File: src/rtl/trace_pkg.sv
// Shared types for the instruction-trace streamer: FSM states, header layout
// and the packed per-instruction record held in the FIFO.
package trace_pkg;

  typedef enum logic [2:0] {IDLE, HDR, PC, INSTR, ADDR} state_t;

  localparam int HDR_SEQ_LSB    = 16;
  localparam int HDR_REG_WE_BIT = 15;
  localparam int HDR_DM_EN_BIT  = 14;
  localparam int HDR_WADDR_LSB  = 9;
  localparam int HDR_OVF_BIT    = 8;

  typedef struct packed {
    logic [15:0] seq;
    logic        reg_we;
    logic        dm_en;
    logic [4:0]  reg_waddr;
    logic        ovf;
    logic [31:0] pc;
    logic [31:0] instr;
    logic [31:0] dm_addr;
  } record_t;

  function automatic logic [31:0] header_word(record_t r);
    logic [31:0] w;
    w = '0;
    w[HDR_SEQ_LSB +: 16]  = r.seq;
    w[HDR_REG_WE_BIT]     = r.reg_we;
    w[HDR_DM_EN_BIT]      = r.dm_en;
    w[HDR_WADDR_LSB +: 5] = r.reg_waddr;
    w[HDR_OVF_BIT]        = r.ovf;
    return w;
  endfunction

  // Word presented on the link while the FSM sits in state s.
  function automatic logic [31:0] stream_word(state_t s, record_t r);
    case (s)
      HDR:     return header_word(r);
      PC:      return r.pc;
      INSTR:   return r.instr;
      ADDR:    return r.dm_en ? r.dm_addr : 32'h0;
      default: return 32'h0;
    endcase
  endfunction

endpackage

File: src/rtl/trace_fifo.sv
// Register FIFO of trace records; exposes the head and the entry behind it
// so the streamer can present the next header without a bubble.
module trace_fifo
  import trace_pkg::*;
#(
  parameter int DEPTH = 4
) (
  input  logic    clk,
  input  logic    rst_n,
  input  logic    push,
  input  logic    pop,
  input  record_t din,
  output record_t dout,
  output record_t dout_next,
  output logic    full,
  output logic    empty,
  output logic    single
);

  localparam int AW = $clog2(DEPTH);

  record_t       mem [DEPTH];
  logic [AW:0]   wptr;
  logic [AW:0]   rptr;
  logic [AW:0]   rptr_inc;
  logic [AW:0]   count;

  assign rptr_inc  = rptr + 1'b1;
  assign count     = wptr - rptr;
  assign empty     = (wptr == rptr);
  assign full      = (wptr[AW] != rptr[AW]) && (wptr[AW-1:0] == rptr[AW-1:0]);
  assign single    = (count == {{AW{1'b0}}, 1'b1});
  assign dout      = mem[rptr[AW-1:0]];
  assign dout_next = mem[rptr_inc[AW-1:0]];

  // NOTE: storage has no reset; the pointers alone define which entries are valid.
  always_ff @(posedge clk) begin
    if (push) mem[wptr[AW-1:0]] <= din;
  end

  always_ff @(posedge clk or negedge rst_n) begin
    if (!rst_n) begin
      wptr <= '0;
      rptr <= '0;
    end else begin
      if (push) wptr <= wptr + 1'b1;
      if (pop)  rptr <= rptr_inc;
    end
  end

endmodule

File: src/rtl/trace_streamer.sv
// Captures one record per retired instruction and streams it as four
// 32-bit words (HDR, PC, INSTR, ADDR) over a valid/ready link.
module trace_streamer
  import trace_pkg::*;
#(
  parameter int DEPTH = 4
) (
  input  logic        clk,
  input  logic        rst_n,
  input  logic        retire,
  input  logic [31:0] pc,
  input  logic [31:0] instr,
  input  logic        reg_we,
  input  logic [4:0]  reg_waddr,
  input  logic        dm_en,
  input  logic [31:0] dm_addr,
  output logic [31:0] tx_data,
  output logic        tx_valid,
  input  logic        tx_ready,
  output logic        tx_last,
  output logic [7:0]  drop_count
);

  state_t      state, state_nx;
  logic [15:0] seq;
  logic        ovf_pending;
  record_t     rec_in, head, head_next, next_rec;
  logic        full, empty, single;
  logic        accept, pop, push, drop;
  logic [31:0] tx_data_nx;
  logic        tx_valid_nx, tx_last_nx;

  assign accept = tx_valid && tx_ready;
  assign pop    = accept && (state == ADDR);
  // A pop in the same cycle frees the slot, so a full FIFO still accepts.
  assign push   = retire && (!full || pop);
  assign drop   = retire && full && !pop;

  assign rec_in = '{seq: seq, reg_we: reg_we, dm_en: dm_en, reg_waddr: reg_waddr,
                    ovf: ovf_pending, pc: pc, instr: instr, dm_addr: dm_addr};

  trace_fifo #(.DEPTH(DEPTH)) u_fifo (
    .clk       (clk),
    .rst_n     (rst_n),
    .push      (push),
    .pop       (pop),
    .din       (rec_in),
    .dout      (head),
    .dout_next (head_next),
    .full      (full),
    .empty     (empty),
    .single    (single)
  );

  // NOTE: every always_comb output gets a default first so no latch is inferred.
  always_comb begin
    state_nx = state;
    next_rec = head;
    unique case (state)
      IDLE:  if (!empty) state_nx = HDR;
      HDR:   if (accept) state_nx = PC;
      PC:    if (accept) state_nx = INSTR;
      INSTR: if (accept) state_nx = ADDR;
      ADDR: begin
        if (accept) begin
          if (!single) begin
            state_nx = HDR;
            next_rec = head_next;
          end else if (push) begin
            state_nx = HDR;
            next_rec = rec_in;
          end else begin
            state_nx = IDLE;
          end
        end
      end
      default: state_nx = IDLE;
    endcase
    // Head is stable while a record streams, so an unaccepted word recomputes to itself.
    tx_valid_nx = (state_nx != IDLE);
    tx_last_nx  = (state_nx == ADDR);
    tx_data_nx  = stream_word(state_nx, next_rec);
  end

  // NOTE: sequential state uses non-blocking assignments so all registers update together.
  always_ff @(posedge clk or negedge rst_n) begin
    if (!rst_n) begin
      state       <= IDLE;
      tx_data     <= '0;
      tx_valid    <= 1'b0;
      tx_last     <= 1'b0;
      seq         <= '0;
      ovf_pending <= 1'b0;
      drop_count  <= '0;
    end else begin
      state    <= state_nx;
      tx_data  <= tx_data_nx;
      tx_valid <= tx_valid_nx;
      tx_last  <= tx_last_nx;
      if (retire) seq <= seq + 16'd1;
      if (drop && drop_count != 8'hFF) drop_count <= drop_count + 8'd1;
      if (drop)      ovf_pending <= 1'b1;
      else if (push) ovf_pending <= 1'b0;
    end
  end

endmodule

File: config.mk
export PLATFORM = sky130hd
export DESIGN_NAME = trace_streamer
export DESIGN_NICKNAME = d
export VERILOG_FILES = /design/src/rtl/trace_pkg.sv /design/src/rtl/trace_fifo.sv /design/src/rtl/trace_streamer.sv
export SDC_FILE = /design/constraint.sdc
export NUM_CORES = 1
export LEC_CHECK = 0
export CORE_MARGIN = 4
export CORE_UTILIZATION = 40
export DETAILED_ROUTE_END_ITERATION = 7
export HOLD_SLACK_MARGIN = 0.05
export PLACE_DENSITY = 0.63
export SYNTH_ARGS = -nofsm -noshare
export SYNTH_HDL_FRONTEND = slang
export SYNTH_HIERARCHICAL = 1
export SYNTH_SLANG_ARGS = --single-unit
File: constraint.sdc
create_clock -name clk -period 5.39 [get_ports clk]
set_input_delay 1.617 -clock clk [delete_from_list [all_inputs] [get_ports clk]]
set_output_delay 1.617 -clock clk [all_outputs]
set_load 0.01 [all_outputs]
==> metrics.cfg <==
[outcome]
outcome = finished, final reports clean

[timing]
fin_crit_sh = 0.760
worst_pin_slew_ns = 1.10
max_freq_mhz = 244
period_needed_ns = 4.09
rsz0062_at_grt = no
finalSetupViolations = 0
setup_tns_ns = 0
hold_viol_final = 0
slew_headroom = 0.269
finalClockSkew_ns = 0.0181
drv_slew = 0

[global_routing]
grt_pass1_vias = 12900
grt_antenna_before_repair = 4
grt.total_usage = 0.179
grt_overflow = 0
grt_pass1_wl_um = 85000
grt_max_degree = 155

[power_and_ir_drop]
pwr-share-clk = 0.242
ir_drop_mv = 0.560
p_comb_frac = 0.363
cellPowerDensity_nw_per_um2 = 576
finalPower_mw = 15.8
sw_frac_of_total = 0.329
leakage_nw = 9.07
seqPwrFrac = 0.395
internal_power_mw = 10.6
p_sw_mw = 5.19

[clocking]
cts_made_buffers = 56
cts_tree = done
cts_resized = 0
post_cts_buffers = 0
cts_sinks = 548
insertion_delay_ns = 0.61
cts_buffer_depth = 3
path_clk_slew_ns = 0.06
htreeDepth = 2
hold_buffers = 0
cts-root-buf = clkbuf_16

[drt]
vias = 12600
wl_per_cell_um = 26.0
drc = 0
viasPerCell = 5.79
wl_um = 56800
drtPass1Iterations = 5
postRouteAntennaNets = 0
drtIter0Drc = 988

[min_path]
hold_class = reg2reg

[setup_path]
required_ns = 5.95
path_cells = ha_1 -> inv_1 -> fa_1 -> nor3b_1 -> mux2_2 -> nor2b_1 -> nor3_1 -> o211a_1 -> buf_4 -> a211o_1
crit_type = reg2reg
end_kind = flop
cp.buffers_inverters = 2
cp-start-kind = flop
critPathMaxFanout = 23
crit_family = simple AND/OR/NAND/NOR gates
worstPathArrival_ns = 4.65
cpPeakStageDelay_ns = 0.66
cp_slowest_cell = dfrtp_4

[final_layout]
final_cells = 2183
final_cell_mix = edfxtp_1 (480), mux4_2 (171), clkdlybuf4s50_1 (146)
area_delta_synth_final_pct = 17.1
layout-drive-gt1-share = 0.213
final_common_cell = edfxtp_1
fillers = 4834
nNetsFinal = 1486

[logic_synthesis]
synthesis.nets = 1348
yosys_warnings = 6
syn_area_um2 = 23400
syn_avg_cell_area_um2 = 19.0
netlist_instances = 1231

[die]
die_h_um = 250
start_util = 0.405
die_x_um = 250
io_pins = 149
die_area_um2 = 62400
core_um2 = 57800
rows = 88

[place]
dp_cells = 2076
place.gp.congestion = 0.784
port_buffers = 148
place_hpwl_um = 34200

[job]
drv_cap = 0

[final cells by class]
cell class / instances / area, um^2 / area share
inverter: 7 / 26.3 / 0.000959
clock buffer: 65 / 1440 / 0.0524
antenna: 2 / 5.00 / 0.000183
sequential: 548 / 16100 / 0.589
clock inverter: 40 / 382 / 0.0139
multi-input combinational: 580 / 6650 / 0.243
tap: 765 / 957 / 0.0349
timing repair buffer: 176 / 1810 / 0.0661
[per-stage QoR]
stage	cell area (um^2)	hold WS (ns)	util	worst slack [ns]
floorplan	23400	0.462	-	0.509
global placement	25600	0.474	0.442	1.21
detailed placement	25600	0.484	0.442	1.19
CTS	27400	0.497	0.474	1.31
global route	27400	0.520	0.474	1.15
finish	27400	0.492	0.474	1.30
[power by group through the flow]
| stage | clock [mW] | sequential [mW] | combinational, mW |
|---|---|---|---|
| after floorplan | 0 | 6.17 | 4.08 |
| after global placement | 0 | 6.26 | 5.75 |
| after detailed placement | 0 | 6.32 | 5.78 |
| after CTS | 3.91 | 6.24 | 5.80 |
| after global routing | 4.08 | 6.32 | 6.14 |
| final | 3.82 | 6.23 | 5.73 |
[worst paths after layout]
kind	to	startpoint	cells after the start	slack (ns)
setup / recovery	tx_data[18]	u_fifo/rptr[0]	10	1.30
hold / removal	drop_count[4]	drop_count[4]	1	0.49
setup reg to reg	tx_data[18]	u_fifo/rptr[0]	10	1.30
hold reg to reg	drop_count[4]	drop_count[4]	1	0.49
max in group asynchronous	seq[2]	rst_n	2	3.43
min in group asynchronous	drop_count[7]	rst_n	1	0.98
[per-layer routing]
metal	track usage	part of all wire
met3	0.0364	0.071
met5	0	0.00023
met2	0.275	0.47
met1	0.263	0.44
met4	0.0500	0.021
[sequential cells by signal, summed over array words and instances (netlist names)]
name / flops
u_fifo/rptr: 3
u_fifo/wptr: 3
u_fifo/mem: 480
tx_last: 1
drop_count: 8
tx_data: 32
seq: 16
state: 3
ovf_pending: 1
tx_valid: 1
No activity file was read; power rests on OpenSTA's default activity.
